### config.mk
export PLATFORM = sky130hd
export DESIGN_NAME = multicycle_control
export DESIGN_NICKNAME = d
export VERILOG_FILES = /design/src/rtl/multicycle_pkg.sv /design/src/rtl/mc_output_decode.sv /design/src/rtl/multicycle_control.sv
export SDC_FILE = /design/constraint.sdc
export NUM_CORES = 1
export LEC_CHECK = 0
export BUFFER_PORTS_ARGS = -buffer_cell sky130_fd_sc_hd__buf_2
export CORE_MARGIN = 5
export CORE_UTILIZATION = 25
export CTS_BUF_LIST = sky130_fd_sc_hd__clkbuf_8
export CTS_CLUSTER_DIAMETER = 200
export DETAILED_ROUTE_END_ITERATION = 6
export PLACE_DENSITY_LB_ADDON = 0.25
export SLEW_MARGIN = 20
export SYNTH_ARGS = -nofsm -noshare
export SYNTH_HDL_FRONTEND = slang
export SYNTH_SLANG_ARGS = --single-unit
### constraint.sdc
create_clock -name i_clk -period 3.2 [get_ports i_clk]
set_clock_uncertainty 0.15 [all_clocks]
set_input_delay 0.48 -clock i_clk [delete_from_list [all_inputs] [get_ports i_clk]]
set_output_delay 0.48 -clock i_clk [all_outputs]
set_load 0.005 [all_outputs]
### src/rtl/multicycle_pkg.sv
// Shared definitions for the multi-cycle control unit: state encoding, the
// 4-bit ISA opcode map, datapath select codes and opcode helper functions.
package multicycle_pkg;

    typedef enum logic [3:0] {
        FETCH    = 4'd0,
        DECODE   = 4'd1,
        EXEC_R   = 4'd2,
        EXEC_I   = 4'd3,
        WB_ALU   = 4'd4,
        MEM_ADDR = 4'd5,
        MEM_RD   = 4'd6,
        MEM_WB   = 4'd7,
        MEM_WR   = 4'd8,
        BRANCH   = 4'd9,
        JUMP     = 4'd10
    } state_e;

    // Opcodes
    localparam logic [3:0] OP_R    = 4'b0000;
    localparam logic [3:0] OP_ADDI = 4'b0001;
    localparam logic [3:0] OP_ANDI = 4'b0010;
    localparam logic [3:0] OP_ORI  = 4'b0011;
    localparam logic [3:0] OP_SUBI = 4'b0100;
    localparam logic [3:0] OP_LHW  = 4'b0111;
    localparam logic [3:0] OP_SHW  = 4'b1000;
    localparam logic [3:0] OP_BEQ  = 4'b1001;
    localparam logic [3:0] OP_BNE  = 4'b1010;
    localparam logic [3:0] OP_BLT  = 4'b1011;
    localparam logic [3:0] OP_BGT  = 4'b1100;
    localparam logic [3:0] OP_JUMP = 4'b1111;

    // ALU operations
    localparam logic [2:0] ALU_ADD   = 3'b000;
    localparam logic [2:0] ALU_SUB   = 3'b001;
    localparam logic [2:0] ALU_FUNCT = 3'b010;
    localparam logic [2:0] ALU_AND   = 3'b011;
    localparam logic [2:0] ALU_OR    = 3'b100;

    // ALU input B select
    localparam logic [1:0] ALU_B_REG = 2'b00;
    localparam logic [1:0] ALU_B_INC = 2'b01;
    localparam logic [1:0] ALU_B_IMM = 2'b10;

    // PC source select
    localparam logic [1:0] PC_SRC_ALU    = 2'b00;
    localparam logic [1:0] PC_SRC_ALUOUT = 2'b01;
    localparam logic [1:0] PC_SRC_JUMP   = 2'b10;

    // Branch condition select
    localparam logic [1:0] BR_EQ = 2'b00;
    localparam logic [1:0] BR_NE = 2'b01;
    localparam logic [1:0] BR_LT = 2'b10;
    localparam logic [1:0] BR_GT = 2'b11;

    function automatic logic op_is_legal(input logic [3:0] op);
        case (op)
            OP_R, OP_ADDI, OP_ANDI, OP_ORI, OP_SUBI,
            OP_LHW, OP_SHW,
            OP_BEQ, OP_BNE, OP_BLT, OP_BGT,
            OP_JUMP: op_is_legal = 1'b1;
            default: op_is_legal = 1'b0;
        endcase
    endfunction

    // Successor of DECODE; illegal opcodes fall back to FETCH.
    function automatic state_e decode_next(input logic [3:0] op);
        case (op)
            OP_R:                              decode_next = EXEC_R;
            OP_ADDI, OP_SUBI, OP_ANDI, OP_ORI: decode_next = EXEC_I;
            OP_LHW, OP_SHW:                    decode_next = MEM_ADDR;
            OP_BEQ, OP_BNE, OP_BLT, OP_BGT:    decode_next = BRANCH;
            OP_JUMP:                           decode_next = JUMP;
            default:                           decode_next = FETCH;
        endcase
    endfunction

    function automatic logic [1:0] branch_cond_of(input logic [3:0] op);
        case (op)
            OP_BNE:  branch_cond_of = BR_NE;
            OP_BLT:  branch_cond_of = BR_LT;
            OP_BGT:  branch_cond_of = BR_GT;
            default: branch_cond_of = BR_EQ;
        endcase
    endfunction

endpackage

### src/rtl/mc_output_decode.sv
// Combinational control decode for the multi-cycle datapath.
// Ports:
//   i_state      current FSM state encoding
//   i_op         opcode in view (live opcode in DECODE, latched op otherwise)
//   i_mem_ready  memory handshake, qualifies FETCH loads and store retire
//   o_*          datapath control strobes and selects, retire, illegal_op
module mc_output_decode
    import multicycle_pkg::*;
#(
    parameter int unsigned OPCODE_W = 4,
    parameter int unsigned ALU_OP_W = 3
) (
    input  logic [3:0]          i_state,
    input  logic [OPCODE_W-1:0] i_op,
    input  logic                i_mem_ready,
    output logic                o_pc_write,
    output logic                o_pc_write_cond,
    output logic [1:0]          o_branch_cond,
    output logic                o_ir_write,
    output logic                o_i_or_d,
    output logic                o_mem_read,
    output logic                o_mem_write,
    output logic                o_mem_to_reg,
    output logic                o_reg_dst,
    output logic                o_reg_write,
    output logic                o_alu_src_a,
    output logic [1:0]          o_alu_src_b,
    output logic [ALU_OP_W-1:0] o_alu_op,
    output logic [1:0]          o_pc_source,
    output logic                o_retire,
    output logic                o_illegal_op
);

    state_e     w_state;
    logic [3:0] w_op;
    logic [2:0] w_alu_op;

    assign w_state  = state_e'(i_state);
    assign w_op     = 4'(i_op);
    assign o_alu_op = ALU_OP_W'(w_alu_op);

    always_comb begin
        o_pc_write      = 1'b0;
        o_pc_write_cond = 1'b0;
        o_branch_cond   = BR_EQ;
        o_ir_write      = 1'b0;
        o_i_or_d        = 1'b0;
        o_mem_read      = 1'b0;
        o_mem_write     = 1'b0;
        o_mem_to_reg    = 1'b0;
        o_reg_dst       = 1'b0;
        o_reg_write     = 1'b0;
        o_alu_src_a     = 1'b0;
        o_alu_src_b     = ALU_B_REG;
        w_alu_op        = ALU_ADD;
        o_pc_source     = PC_SRC_ALU;
        o_retire        = 1'b0;
        o_illegal_op    = 1'b0;

        case (w_state)
            FETCH: begin
                o_mem_read  = 1'b1;
                o_alu_src_b = ALU_B_INC;
                o_ir_write  = i_mem_ready;
                o_pc_write  = i_mem_ready;
            end
            DECODE: begin
                // Branch target precomputed into ALUOut.
                o_alu_src_b  = ALU_B_IMM;
                o_illegal_op = ~op_is_legal(w_op);
            end
            EXEC_R: begin
                o_alu_src_a = 1'b1;
                o_alu_src_b = ALU_B_REG;
                w_alu_op    = ALU_FUNCT;
            end
            EXEC_I: begin
                o_alu_src_a = 1'b1;
                o_alu_src_b = ALU_B_IMM;
                case (w_op)
                    OP_SUBI: w_alu_op = ALU_SUB;
                    OP_ANDI: w_alu_op = ALU_AND;
                    OP_ORI:  w_alu_op = ALU_OR;
                    default: w_alu_op = ALU_ADD;
                endcase
            end
            WB_ALU: begin
                o_reg_write = 1'b1;
                o_reg_dst   = (w_op == OP_R);
                o_retire    = 1'b1;
            end
            MEM_ADDR: begin
                o_alu_src_a = 1'b1;
                o_alu_src_b = ALU_B_IMM;
            end
            MEM_RD: begin
                o_mem_read = 1'b1;
                o_i_or_d   = 1'b1;
            end
            MEM_WB: begin
                o_reg_write  = 1'b1;
                o_mem_to_reg = 1'b1;
                o_retire     = 1'b1;
            end
            MEM_WR: begin
                o_mem_write = 1'b1;
                o_i_or_d    = 1'b1;
                o_retire    = i_mem_ready;
            end
            BRANCH: begin
                o_alu_src_a     = 1'b1;
                o_alu_src_b     = ALU_B_REG;
                w_alu_op        = ALU_SUB;
                o_pc_write_cond = 1'b1;
                o_pc_source     = PC_SRC_ALUOUT;
                o_branch_cond   = branch_cond_of(w_op);
                o_retire        = 1'b1;
            end
            JUMP: begin
                o_pc_write  = 1'b1;
                o_pc_source = PC_SRC_JUMP;
                o_retire    = 1'b1;
            end
            default: ;
        endcase
    end

endmodule

### src/rtl/multicycle_control.sv
// Multi-cycle control unit for the shared-ALU, shared-memory datapath.
// Holds the state register, the latched opcode, the memory wait counter and
// the sticky timeout flag; control outputs come from mc_output_decode.
// Ports:
//   i_clk, i_reset   clock, synchronous active-high reset
//   i_opcode         instruction opcode, sampled in DECODE
//   i_mem_ready      memory access completes this cycle
//   o_*              datapath controls, retire / illegal_op pulses,
//                    o_mem_fault (sticky), o_state_dbg (current state)
module multicycle_control
    import multicycle_pkg::*;
#(
    parameter int unsigned OPCODE_W    = 4,
    parameter int unsigned ALU_OP_W    = 3,
    parameter int unsigned MEM_TIMEOUT = 16
) (
    input  logic                i_clk,
    input  logic                i_reset,
    input  logic [OPCODE_W-1:0] i_opcode,
    input  logic                i_mem_ready,
    output logic                o_pc_write,
    output logic                o_pc_write_cond,
    output logic [1:0]          o_branch_cond,
    output logic                o_ir_write,
    output logic                o_i_or_d,
    output logic                o_mem_read,
    output logic                o_mem_write,
    output logic                o_mem_to_reg,
    output logic                o_reg_dst,
    output logic                o_reg_write,
    output logic                o_alu_src_a,
    output logic [1:0]          o_alu_src_b,
    output logic [ALU_OP_W-1:0] o_alu_op,
    output logic [1:0]          o_pc_source,
    output logic                o_retire,
    output logic                o_illegal_op,
    output logic                o_mem_fault,
    output logic [3:0]          o_state_dbg
);

    // The counter is cleared on timeout, so it never needs to hold MEM_TIMEOUT.
    localparam int unsigned   CNT_W      = (MEM_TIMEOUT > 1) ? $clog2(MEM_TIMEOUT) : 1;
    localparam logic          TIMEOUT_EN = (MEM_TIMEOUT != 0);
    localparam logic [CNT_W-1:0] CNT_LAST = CNT_W'((MEM_TIMEOUT == 0) ? 0 : MEM_TIMEOUT - 1);

    state_e              r_state;
    state_e              w_state_next;
    logic [OPCODE_W-1:0] r_op;
    logic [OPCODE_W-1:0] w_op_view;
    logic [CNT_W-1:0]    r_wait_cnt;
    logic [CNT_W-1:0]    w_wait_cnt_next;
    logic                r_mem_fault;
    logic                w_waiting;
    logic                w_timeout;

    logic                w_pc_write;
    logic                w_pc_write_cond;
    logic [1:0]          w_branch_cond;
    logic                w_ir_write;
    logic                w_i_or_d;
    logic                w_mem_read;
    logic                w_mem_write;
    logic                w_mem_to_reg;
    logic                w_reg_dst;
    logic                w_reg_write;
    logic                w_alu_src_a;
    logic [1:0]          w_alu_src_b;
    logic [ALU_OP_W-1:0] w_alu_op;
    logic [1:0]          w_pc_source;
    logic                w_retire;
    logic                w_illegal_op;

    // op_q only loads at the end of DECODE, so DECODE itself looks at the input.
    assign w_op_view = (r_state == DECODE) ? i_opcode : r_op;

    assign w_waiting = (r_state inside {FETCH, MEM_RD, MEM_WR}) && !i_mem_ready;
    assign w_timeout = TIMEOUT_EN && w_waiting && (r_wait_cnt == CNT_LAST);

    always_comb begin
        w_state_next = r_state;
        case (r_state)
            FETCH:    if (i_mem_ready) w_state_next = DECODE;
            DECODE:   w_state_next = decode_next(4'(i_opcode));
            EXEC_R:   w_state_next = WB_ALU;
            EXEC_I:   w_state_next = WB_ALU;
            WB_ALU:   w_state_next = FETCH;
            MEM_ADDR: w_state_next = (4'(r_op) == OP_SHW) ? MEM_WR : MEM_RD;
            MEM_RD:   if (i_mem_ready) w_state_next = MEM_WB;
            MEM_WB:   w_state_next = FETCH;
            MEM_WR:   if (i_mem_ready) w_state_next = FETCH;
            BRANCH:   w_state_next = FETCH;
            JUMP:     w_state_next = FETCH;
            default:  w_state_next = FETCH;
        endcase
        if (w_timeout) begin
            w_state_next = FETCH;
        end
    end

    always_comb begin
        w_wait_cnt_next = r_wait_cnt;
        if (w_timeout || (w_state_next != r_state)) begin
            w_wait_cnt_next = '0;
        end else if (TIMEOUT_EN && w_waiting) begin
            w_wait_cnt_next = r_wait_cnt + CNT_W'(1);
        end
    end

    always_ff @(posedge i_clk) begin
        if (i_reset) begin
            r_state     <= FETCH;
            r_op        <= '0;
            r_wait_cnt  <= '0;
            r_mem_fault <= 1'b0;
        end else begin
            r_state    <= w_state_next;
            r_wait_cnt <= w_wait_cnt_next;
            if (r_state == DECODE) begin
                r_op <= i_opcode;
            end
            if (w_timeout) begin
                r_mem_fault <= 1'b1;
            end
        end
    end

    mc_output_decode #(
        .OPCODE_W (OPCODE_W),
        .ALU_OP_W (ALU_OP_W)
    ) u_decode (
        .i_state         (r_state),
        .i_op            (w_op_view),
        .i_mem_ready     (i_mem_ready),
        .o_pc_write      (w_pc_write),
        .o_pc_write_cond (w_pc_write_cond),
        .o_branch_cond   (w_branch_cond),
        .o_ir_write      (w_ir_write),
        .o_i_or_d        (w_i_or_d),
        .o_mem_read      (w_mem_read),
        .o_mem_write     (w_mem_write),
        .o_mem_to_reg    (w_mem_to_reg),
        .o_reg_dst       (w_reg_dst),
        .o_reg_write     (w_reg_write),
        .o_alu_src_a     (w_alu_src_a),
        .o_alu_src_b     (w_alu_src_b),
        .o_alu_op        (w_alu_op),
        .o_pc_source     (w_pc_source),
        .o_retire        (w_retire),
        .o_illegal_op    (w_illegal_op)
    );

    // Reset forces every output low; a timeout cycle drops all strobes.
    always_comb begin
        o_pc_write      = w_pc_write;
        o_pc_write_cond = w_pc_write_cond;
        o_branch_cond   = w_branch_cond;
        o_ir_write      = w_ir_write;
        o_i_or_d        = w_i_or_d;
        o_mem_read      = w_mem_read;
        o_mem_write     = w_mem_write;
        o_mem_to_reg    = w_mem_to_reg;
        o_reg_dst       = w_reg_dst;
        o_reg_write     = w_reg_write;
        o_alu_src_a     = w_alu_src_a;
        o_alu_src_b     = w_alu_src_b;
        o_alu_op        = w_alu_op;
        o_pc_source     = w_pc_source;
        o_retire        = w_retire;
        o_illegal_op    = w_illegal_op;
        o_mem_fault     = r_mem_fault;
        o_state_dbg     = r_state;

        if (i_reset) begin
            o_pc_write      = 1'b0;
            o_pc_write_cond = 1'b0;
            o_branch_cond   = '0;
            o_ir_write      = 1'b0;
            o_i_or_d        = 1'b0;
            o_mem_read      = 1'b0;
            o_mem_write     = 1'b0;
            o_mem_to_reg    = 1'b0;
            o_reg_dst       = 1'b0;
            o_reg_write     = 1'b0;
            o_alu_src_a     = 1'b0;
            o_alu_src_b     = '0;
            o_alu_op        = '0;
            o_pc_source     = '0;
            o_retire        = 1'b0;
            o_illegal_op    = 1'b0;
            o_mem_fault     = 1'b0;
            o_state_dbg     = '0;
        end else if (w_timeout) begin
            o_pc_write      = 1'b0;
            o_pc_write_cond = 1'b0;
            o_ir_write      = 1'b0;
            o_mem_read      = 1'b0;
            o_mem_write     = 1'b0;
            o_reg_write     = 1'b0;
            o_retire        = 1'b0;
        end
    end

endmodule

## After elaboration in Yosys (flattened, before gate mapping)

Memories as Yosys holds them, arrays and structs flattened.
Index checks and enable logic that the tools add are counted.

- $add $sub $neg: 1
- Equality and inequality tests: 19
- Mux-type cells: 51
- Bitwise gates (word level): 1
- Reduce and logical (&&, ||, !) cells: 15

Operators by type and width:

| kind | count |
|---|---|
| == test 4 bit (second input constant) | 8 |
| two-way mux 1 bit | 31 |
| two-way mux 4 bit | 7 |
| one-hot mux 4 bit (6 select lines) | 1 |
| == test 4 x 3 -> 1 bit (second input constant) | 5 |
| one-hot mux 3 bit (3 select lines) | 2 |
| == test 4 x 2 -> 1 bit (second input constant) | 4 |
| OR reduction 2 bit | 5 |
| logical NOT 4 bit | 2 |
| two-way mux 2 bit | 4 |
| one-hot mux 2 bit (2 select lines) | 2 |
| OR reduction 4 bit | 2 |
| one-hot mux 2 bit (3 select lines) | 1 |
| adder 4 x 1 -> 4 bit (second input constant) | 1 |
| == test 4 x 1 -> 1 bit (second input constant) | 1 |
| != test 4 bit | 1 |
| one-hot mux 1 bit (2 select lines) | 2 |
| two-way mux 3 bit | 1 |
| nonzero test 3 bit | 1 |
| OR reduction 3 bit | 1 |
| logical AND 1 bit | 2 |
| logical NOT 1 bit | 1 |
| logical OR 1 bit | 1 |
| NOT 1 bit | 1 |

- Register bits: 13
- ROM bits: 80
- Bits of input ports: 7
- Output and inout bits: 26
- Logic and storage cells: 93
- Memories kept: 2

Memories:

| memory | depth | width | rd ports | clocked after memory_dff | write ports | line | text |
|---|---|---|---|---|---|---|---|
| (name not given) | 16 | 4 | 1 | 0 | 0 | multicycle_pkg.sv:68 | `case (op)` |
| (name not given) | 16 | 1 | 1 | 0 | 0 | multicycle_pkg.sv:57 | `case (op)` |

## Logic depth before layout (Yosys ltp)

Gate-level depths: netlist of run 1.

- Depth in word-level cells: 8
- Depth in mapped cells: 8
- Mapped depth without buffers: 7

## Cells and area by module

A second synthesis of run 1 with hierarchy kept.

- Cell total of the unflattened synthesis: 184
- Area, all modules: 1495.2 µm²

Modules (own cells, without submodules):

| module | instances | cells each | area each (µm²) | sequential area each (µm²) |
|---|---|---|---|---|
| multicycle_control | 1 | 128 | 1086.0 | 260.2 |
| mc_output_decode | 1 | 56 | 409.1 | 0.0 |

## Worst setup path after synthesis of run 1

OpenSTA, ideal clock, no wires.

- Path kind: flip-flop to output port
- From: register r_state[2]
- To: output o_alu_op[0]
- Arrival time: 1870 ps
- Data required time: 2570 ps
- Setup slack: 700 ps
- Stages on the path, launching flop included: 9
- Path buffers: 1
- Cell sequence: dfxtp_1 > buf_6 > nor4b_4 > mux2i_1 > inv_1 > ha_1 > mux2i_1 > nor3_1 > or2_1

- Cells in the longest elaborated chain, start to end: 6
- Elaborated cells on any way between the ends: 11
- Those cells by class: eq/ne: 7; mux: 4

RTL lines:

| element | line | text |
|---|---|---|
| from (decl) | multicycle_control.sv:46 | `state_e r_state;` |
| from (signal assigned) | multicycle_control.sv:116 | `r_state <= w_state_next;` |
| == test 4 x 1 -> 1 bit * | multicycle_control.sv:74 | `assign w_op_view = (r_state == DECODE) ? i_opcode : r_op;` |
| two-way mux 4 bit * | -- |  |
| named net u_decode.i_op[1] | mc_output_decode.sv:14 | `input logic [OPCODE_W-1:0] i_op,` |
| == test 4 x 2 -> 1 bit / == test 4 x 3 -> 1 bit (equally long branches) | mc_output_decode.sv:80 | `case (w_op)` |
| one-hot mux 3 bit (3 select lines) * | mc_output_decode.sv:80 |  |
| one-hot mux 3 bit (3 select lines) * | mc_output_decode.sv:60 | `case (w_state)` |
| two-way mux 3 bit * | multicycle_control.sv:173 | `if (i_reset) begin` |
| to (decl) | multicycle_control.sv:33 | `output logic [ALU_OP_W-1:0] o_alu_op,` |

Mark *: on every way through the listed nets, which the timed path passes. The rest lies on a longest branch.

## Worst setup path after layout of run 1

Ends and elaborated chain as after synthesis.

==> results of run 1 <==
[kinds of logic after synthesis]
| family | after synthesis |
|---|---|
| AOI/OAI and AO/OA | 28 |
| muxes | 9 |
| xor gates and xnor gates | 4 |
| and+or+nand+nor | 78 |
| adders and majority gates | 6 |
| DFF | 13 |
| buffers and inverters | 22 |
[placed cells by master, fill, tap and decap left out, drive strengths merged, types with 4 or more instances in the layout]
master / Yosys / layout
a21oi: 5 / 5
ha: 6 / 6
nor2b: 7 / 7
dfxtp: 13 / 13
nand2: 5 / 5
nand2b: 5 / 5
inv: 9 / 10
o21ai: 6 / 6
or2: 4 / 4
nor3: 9 / 9
nand3: 4 / 4
nor2: 25 / 25
buf: 4 / 41
mux2i: 8 / 8
[layer usage]
metal / up-vias / GRT usage (%)
li1: 631 / -
met1: 557 / 17.4
met2: 37 / 15.5
met3: 5 / 2.15
met4: 0 / 3.61
met5: - / 0
[per-stage QoR]
step / cell area (um2) / setup slack, ps / std cells
after floorplan: 1190 / 700 / 160
after global placement: 1410 / 495 / 239
after detailed placement: 1410 / 452 / 239
after CTS: 1450 / 165 / 243
after global routing: 1470 / 81.7 / 246
final: 1470 / 261 / 246
[worst register-to-register path: cells and delay by family, from the launching register on]
kind	cells	cell delay, ps
AND/OR/NAND/NOR	5	1260
flip-flops	1	330
buffers and inverters	1	210
[power by group]
| part | internal [mW] | leakage (nW) | switching (mW) |
|---|---|---|---|
| Combinational | 0.0740 | 0.565 | 0.0982 |
| Sequential | 0.170 | 0.106 | 0.00698 |
| Clock | 0.0850 | 0.0269 | 0.0644 |
[sequential cells by signal (all words and copies together), names as in the netlist]
name,flops
r_state,4
r_wait_cnt,4
r_mem_fault,1
r_op,4
[path summary, 6_finish.rpt]
| check | startpoint | to | slack (ps) | cells after the start |
|---|---|---|---|---|
| max | r_state[2] | o_alu_op[0] | 260 | 9 |
| min | r_mem_fault | r_mem_fault | 320 | 2 |
| min reg2reg | r_mem_fault | r_mem_fault | 320 | 2 |
| max reg2reg | r_state[1] | r_wait_cnt[1] | 1170 | 6 |
[area by class of cell]
class / count / area [um2]
Inverter: 9 / 33.8
Sequential cell: 13 / 260
Tap cell: 54 / 67.6
Timing Repair Buffer: 41 / 228
Clock buffer: 3 / 41.3
Clock inverter: 1 / 3.75
Multi-Input combinational cell: 125 / 840
Fill cell: 528 / 3220
==> results_tabular.tex, run 1 <==
\begin{tabular}{lr}
\hline
Metric & Value \\
\hline
\multicolumn{2}{l}{\textbf{Final layout}} \\
\quad Final Core Density & about a third \\
\quad Post-synthesis to final-layout area growth & 23.6\% \\
\quad Antenna cell count & 0 \\
\quad Layout cell share with drive strength beyond 1 & about a quarter \\
\quad Nets & 206 \\
\multicolumn{2}{l}{\textbf{Detailed routing}} \\
\quad Via total after detailed routing & approximately 1200 \\
\quad WL per Instance & roughly 14 um \\
\quad Wire length on met1 & roughly 1800 um \\
\quad DR WL met2 & around 1400 um \\
\quad Highest signal layer in the routed design & met4 \\
\quad Remaining DRCs & 0 \\
\quad Met3 wirelength from detailed routing & about 170 um \\
\quad Number of DRC markers after the initial detailed-route iteration & 65 \\
\quad Vias per cell & roughly 5.0 \\
\quad Number of iterations in the first detailed-routing pass & 4 \\
\quad Routed WL & 3420 um \\
\quad Remaining antenna violation count after routing & 0 \\
\multicolumn{2}{l}{\textbf{STA}} \\
\quad Achievable frequency & 0.340 GHz \\
\quad Final period utilization & between 90\% and 100\% \\
\quad Worst Hold Margin & between 300 and 400 ps \\
\quad Final hold violation count & 0 \\
\quad Sum of negative setup slack & 0 ps \\
\quad Max\_slew headroom & between 50\% and 60\% \\
\quad Count of final setup violators & 0 \\
\quad Final critical delay including setup and external delays & 2940 ps \\
\quad Worst slew pin tran & 706 ps \\
\quad Setup repair after global routing missed its margin & no \\
\quad Fin. max-slew vios & 0 \\
\multicolumn{2}{l}{\textbf{CTS}} \\
\quad Hold Buf Count CTS & 0 \\
\quad Clock tree from TritonCTS & built \\
\quad Clock sink count & 13 \\
\quad H-tree levels & 1 \\
\quad Clock network latency to the later pin of the worst-skew pair & $\sim$250 ps \\
\quad CTS max path bufs & 2 \\
\quad Count of cells resized by post-cts repair & 0 \\
\quad Clock transition at path regs & around 60 ps \\
\quad Number of buffers inserted to repair setup after CTS & 0 \\
\quad Number of buffers inserted during clock tree synthesis & 3 \\
\quad Buffer cell driving the clock tree root & sky130\_fd\_sc\_hd\_\_clkbuf\_8 \\
\multicolumn{2}{l}{\textbf{Synthesis}} \\
\quad Main combinational cell family by area after synthesis & simple AND/OR/NAND/NOR gates \\
\quad Synthesized-area fraction occupied by and/or/nand/nor cells & $\sim$37\% \\
\quad Adder-cell area share of the yosys netlist & $\sim$6.3\% \\
\quad Leading post-synthesis cells by instance count & 25 x sky130\_fd\_sc\_hd\_\_nor2\_1, 13 x sky130\_fd\_sc\_hd\_\_dfxtp\_1, 9 x sky130\_fd\_sc\_hd\_\_clkbuf\_1, 9 x sky130\_fd\_sc\_hd\_\_inv\_1, 9 x sky130\_fd\_sc\_hd\_\_nor3\_1 \\
\quad Number of distinct library cell variants in the gate-level netlist after synthesis & 49 \\
\quad Share of the synthesized area in compound gates (AO/OA/AOI/OAI) & 16.9\% \\
\quad Post-synthesis instance area & roughly 1200 um2 \\
\quad Area contributors post-synth & sky130\_fd\_sc\_hd\_\_dfxtp\_1 22\%, sky130\_fd\_sc\_hd\_\_nor2\_1 7.9\%, sky130\_fd\_sc\_hd\_\_mux2i\_1 6.7\% \\
\quad Synthesized netlist net count & roughly 170 \\
\quad Fraction of synthesized cell area in xor and xnor cells & under 10\% \\
\quad Prevailing post-synth register cell & sky130\_fd\_sc\_hd\_\_dfxtp\_1 \\
\quad Sequential-to-total area share from yosys stat & about 22\% \\
\quad Count of flip-flops with a built-in enable after synthesis & 0 \\
\quad Area share of the largest cell type after synthesis & between 20\% and 30\% \\
\quad Area leader, netlist & sky130\_fd\_sc\_hd\_\_dfxtp\_1 \\
\quad Flip-flop and latch count after synthesis & 13 \\
\quad Syn avg cell area & 7.45 um2 \\
\quad YS warnings & 0 \\
\quad Most frequently used cell type in the post-synthesis netlist & sky130\_fd\_sc\_hd\_\_nor2\_1 \\
\quad Mapped Cells & between 150 and 200 \\
\quad Post-synthesis mux area share & 7.66\% \\
\quad Proportion of synthesized flip-flops having asynchronous set or reset & 0\% \\
\multicolumn{2}{l}{\textbf{Outcome}} \\
\quad Status & finished, final reports clean \\
\multicolumn{2}{l}{\textbf{Job}} \\
\quad Count of max-cap constraint violations & 0 \\
\multicolumn{2}{l}{\textbf{Power}} \\
\quad P\_leak & between 0.6 and 0.7 nW \\
\quad Final Power & about 500 uW \\
\quad VDD IR-drop max & approximately 0.00010 V \\
\quad Power density over the cells & 339 nW/um2 \\
\multicolumn{2}{l}{\textbf{Setup path}} \\
\quad Slowest cell on crit path & sky130\_fd\_sc\_hd\_\_dfxtp\_1 \\
\quad Signal arrival time at the worst endpoint & $\sim$2300 ps \\
\quad Buffers plus inverters on the worst setup path & 3 \\
\quad Required time reported for the critical path endpoint & around 2600 ps \\
\quad Most common cell type on the critical path & sky130\_fd\_sc\_hd\_\_mux2i\_1 \\
\quad Worst path top cell family by delay & simple AND/OR/NAND/NOR gates \\
\quad CP max stage delay & around 380 ps \\
\quad Critical Path Sink Type & primary output \\
\quad Critical setup path kind & reg2out \\
\quad Crit start category & register \\
\quad Chain of cells forming the critical path & nor4b\_4 > buf\_4 > mux2i\_1 > inv\_1 > ha\_1 > mux2i\_1 > nor3\_1 > or2\_1 > buf\_2 \\
\quad Largest fanout on the critical path & 7 \\
\multicolumn{2}{l}{\textbf{Floorplan}} \\
\quad Row count & 25 \\
\quad Total I/O pin count & 33 \\
\quad Starting Density & 25.4\% \\
\quad Die W & slightly below 80 um \\
\quad Vert. Die Dim & about 79 um \\
\quad Die Outline Area & 6250 um2 \\
\quad Core area & about 4700 um2 \\
\multicolumn{2}{l}{\textbf{Global routing}} \\
\quad Antenna violations before repair & 0 \\
\quad Vias in the first global route & around 1100 \\
\quad Maximum number of pins on one net before global-route repair & 24 \\
\quad Wire length of the first global-routing pass & 5630 um \\
\quad Leftover overflow at the end of global routing & 0 \\
\quad Overall track demand over capacity in global routing & 11.3\% \\
\multicolumn{2}{l}{\textbf{Min path}} \\
\quad Hold Crit Class & reg2reg \\
\multicolumn{2}{l}{\textbf{Place}} \\
\quad Post-detail-place hpwl & 2620 um \\
\quad I/O Buffers & 32 \\
\quad Final weighted congestion in routability-driven placement & approximately 0.75 \\
\hline
\end{tabular}
Note: power is estimated with default switching activity, not from simulation.
==> inputs of run 2 (changes only) <==
- CORE_ASPECT_RATIO: unset -> 1.25
- clock period: 3.2 -> 3.67 ns (I/O delays scaled with it)
==> run 2 against run 1 <==
Sequential power is 11% lower. Combinational power is 21% lower. First-iteration DRC count is 52% lower. Critical path depth is 1 lower. Highest routed layer unchanged.
==> results_tabular.tex, run 2 (same netlist as run 1, synthesis figures left out) <==
\begin{tabular}{lr}
\hline
Metric & Value \\
\hline
\multicolumn{2}{l}{\textbf{Final layout}} \\
\quad Most frequent cells in the layout & 32 x sky130\_fd\_sc\_hd\_\_buf\_2, 25 x sky130\_fd\_sc\_hd\_\_nor2\_1, 13 x sky130\_fd\_sc\_hd\_\_dfxtp\_1, 10 x sky130\_fd\_sc\_hd\_\_inv\_1, 9 x sky130\_fd\_sc\_hd\_\_nor3\_1 \\
\quad Antenna cell count & 0 (unchanged) \\
\quad Commonest non-fill, non-tap cell in the layout & sky130\_fd\_sc\_hd\_\_buf\_2 \\
\quad Combined flip-flop and latch cell area & 260 um2 (unchanged) \\
\quad Post-synthesis to final-layout area growth & 20.5\% \\
\quad Nets & 200 (-2.9\%) \\
\quad Post-route standard cell area excluding fillers & 1440 um2 (-2.5\%) \\
\quad Largest registers in the final layout & r\_op: 4 flops, r\_state: 4 flops, r\_wait\_cnt: 4 flops \\
\quad Final Core Density & 30.6\% (-0.82 points) \\
\quad Filler Cells Inserted & 548 (+3.8\%) \\
\quad Total area of multi-input combinational cells & 840 um2 (unchanged) \\
\quad Layout cell share with drive strength beyond 1 & 24.2\% (-2.4 points) \\
\multicolumn{2}{l}{\textbf{Setup path}} \\
\quad Critical setup path kind & reg2out \\
\quad Critical Path Sink Type & primary output \\
\quad Largest fanout on the critical path & 15 (+8) \\
\quad Signal arrival time at the worst endpoint & 2530 ps (+220 ps) \\
\quad Crit start category & register \\
\quad Required time reported for the critical path endpoint & 2970 ps (+400 ps) \\
\multicolumn{2}{l}{\textbf{CTS}} \\
\quad Hold Buf Count CTS & 0 (unchanged) \\
\quad Clock network latency to the later pin of the worst-skew pair & 240 ps (about the same) \\
\quad H-tree levels & 1 (unchanged) \\
\quad Number of buffers inserted to repair setup after CTS & 0 (unchanged) \\
\quad Number of buffers inserted during clock tree synthesis & 3 (unchanged) \\
\quad Clock tree from TritonCTS & built \\
\quad CTS max path bufs & 2 (unchanged) \\
\quad Buffer cell driving the clock tree root & sky130\_fd\_sc\_hd\_\_clkbuf\_8 \\
\quad Count of cells resized by post-cts repair & 0 (unchanged) \\
\quad Clock transition at path regs & 60 ps (about the same) \\
\quad Clock sink count & 13 (unchanged) \\
\multicolumn{2}{l}{\textbf{STA}} \\
\quad Worst slew pin tran & 793 ps (+87.5 ps) \\
\quad Final hold violation count & 0 (unchanged) \\
\quad Achievable frequency & between 0.3 and 0.4 GHz \\
\quad Fin. max-slew vios & 0 (unchanged) \\
\quad Final critical delay including setup and external delays & $\sim$3200 ps \\
\quad Max\_slew headroom & 46.4\% (-5.9 points) \\
\quad Worst Hold Margin & 330 ps (+9.75 ps) \\
\quad Setup repair after global routing missed its margin & no \\
\quad Sum of negative setup slack & 0 ps (unchanged) \\
\quad Final period utilization & 88.1\% \\
\quad Count of final setup violators & 0 (unchanged) \\
\multicolumn{2}{l}{\textbf{Power}} \\
\quad P\_leak & 0.667 nW (-4.4\%) \\
\quad VDD IR-drop max & 0.000126 V (+25\%) \\
\quad Final Power & 423 uW (-15\%) \\
\quad Power density over the cells & 294 nW/um2 (-13\%) \\
\multicolumn{2}{l}{\textbf{Global routing}} \\
\quad Met2 usage in global routing & 19.9\% (+4.4 points) \\
\quad Wire length of the first global-routing pass & 5680 um (+0.85\%) \\
\quad Met3 usage & 1.27\% (-0.88 points) \\
\quad Global-route track usage on met1 & 13.9\% (-3.4 points) \\
\quad Leftover overflow at the end of global routing & 0 (unchanged) \\
\quad Maximum number of pins on one net before global-route repair & 24 (unchanged) \\
\quad Vias in the first global route & 1216 (+11\%) \\
\quad Overall track demand over capacity in global routing & 11.2\% (-0.10 points) \\
\quad Most Used Layer, Global Route & met2 \\
\quad Antenna violations before repair & 0 (unchanged) \\
\multicolumn{2}{l}{\textbf{Detailed routing}} \\
\quad Via total after detailed routing & 1198 (-2.6\%) \\
\quad Routed WL & 3370 um (-1.5\%) \\
\quad Remaining antenna violation count after routing & 0 (unchanged) \\
\quad WL per Instance & 13.7 um (-1.5\%) \\
\quad Vias per cell & 4.87 (-2.6\%) \\
\quad Number of DRC markers after the initial detailed-route iteration & 31 (-52\%) \\
\quad Remaining DRCs & 0 (unchanged) \\
\quad Number of iterations in the first detailed-routing pass & 4 (unchanged) \\
\multicolumn{2}{l}{\textbf{Floorplan}} \\
\quad Die Outline Area & 6260 um2 (+0.14\%) \\
\quad Die W & 71.8 um (-9.2\%) \\
\quad Core area & 4690 um2 (about the same) \\
\quad Row count & 28 (+12\%) \\
\quad Total I/O pin count & 33 (unchanged) \\
\quad Vert. Die Dim & 87.2 um (+10\%) \\
\quad Starting Density & 25.4\% (about the same) \\
\multicolumn{2}{l}{\textbf{Place}} \\
\quad I/O Buffers & 32 (unchanged) \\
\quad Final weighted congestion in routability-driven placement & 0.787 (+5.2\%) \\
\quad Area after detailed placement & 1390 um2 (-1.1\%) \\
\quad Post-detail-place hpwl & 2580 um (-1.8\%) \\
\multicolumn{2}{l}{\textbf{Job}} \\
\quad Count of max-cap constraint violations & 0 (unchanged) \\
\multicolumn{2}{l}{\textbf{Outcome}} \\
\quad Status & finished, final reports clean \\
\multicolumn{2}{l}{\textbf{Min path}} \\
\quad Hold Crit Class & reg2reg \\
\hline
\end{tabular}
run 2: path summary, 6_finish.rpt:
path                                  start           to  slack [ps]  depth (start not counted)
worst max-delay path             r_state[3]  o_alu_op[0]         440                          8
worst min register to register  r_mem_fault  r_mem_fault         330                          2
worst min-delay path            r_mem_fault  r_mem_fault         330                          2
worst max register to register   r_state[2]   r_state[2]        1520                          6
run 2: final cells by class:
class,count,area share [%]
multi-input combinational,125,58.4
inverter,9,2.35
clock buffer,3,2.87
sequential,13,18.1
timing repair buffer,35,12.7
clock inverter,1,0.261
tap,60,5.23
run 2: through the flow:
stage                     cells  worst slack, ps
final                       246              436
after global routing        246              220
after CTS                   246              438
after detailed placement    242              713
after global placement      242              770
after floorplan             160             1100
run 2: worst max-delay path: stages (launching register included):
cell and delay (ps):
sky130_fd_sc_hd__dfxtp_1 470, sky130_fd_sc_hd__nor4b_4 580, sky130_fd_sc_hd__mux2i_1 360, sky130_fd_sc_hd__inv_1 100
sky130_fd_sc_hd__ha_1 200, sky130_fd_sc_hd__mux2i_1 170, sky130_fd_sc_hd__nor3_1 70, sky130_fd_sc_hd__or2_1 200
sky130_fd_sc_hd__buf_2 120
run 2: metal layers:
layer / wire length, um / share of wire (%)
met2: 1710 / 51
met3: 73 / 2.2
met1: 1550 / 46
met4: 40 / 1.2
met5: 0 / 0
run 2: report_power, final:
| group | switching [mW] | internal [mW] | total (mW) | leakage (nW) |
|---|---|---|---|---|
| Sequential | 0.00899 | 0.149 | 0.158 | 0.106 |
| Combinational | 0.0795 | 0.0564 | 0.136 | 0.534 |
| Clock | 0.0553 | 0.0740 | 0.129 | 0.0269 |
| Total | 0.144 | 0.279 | 0.423 | 0.667 |
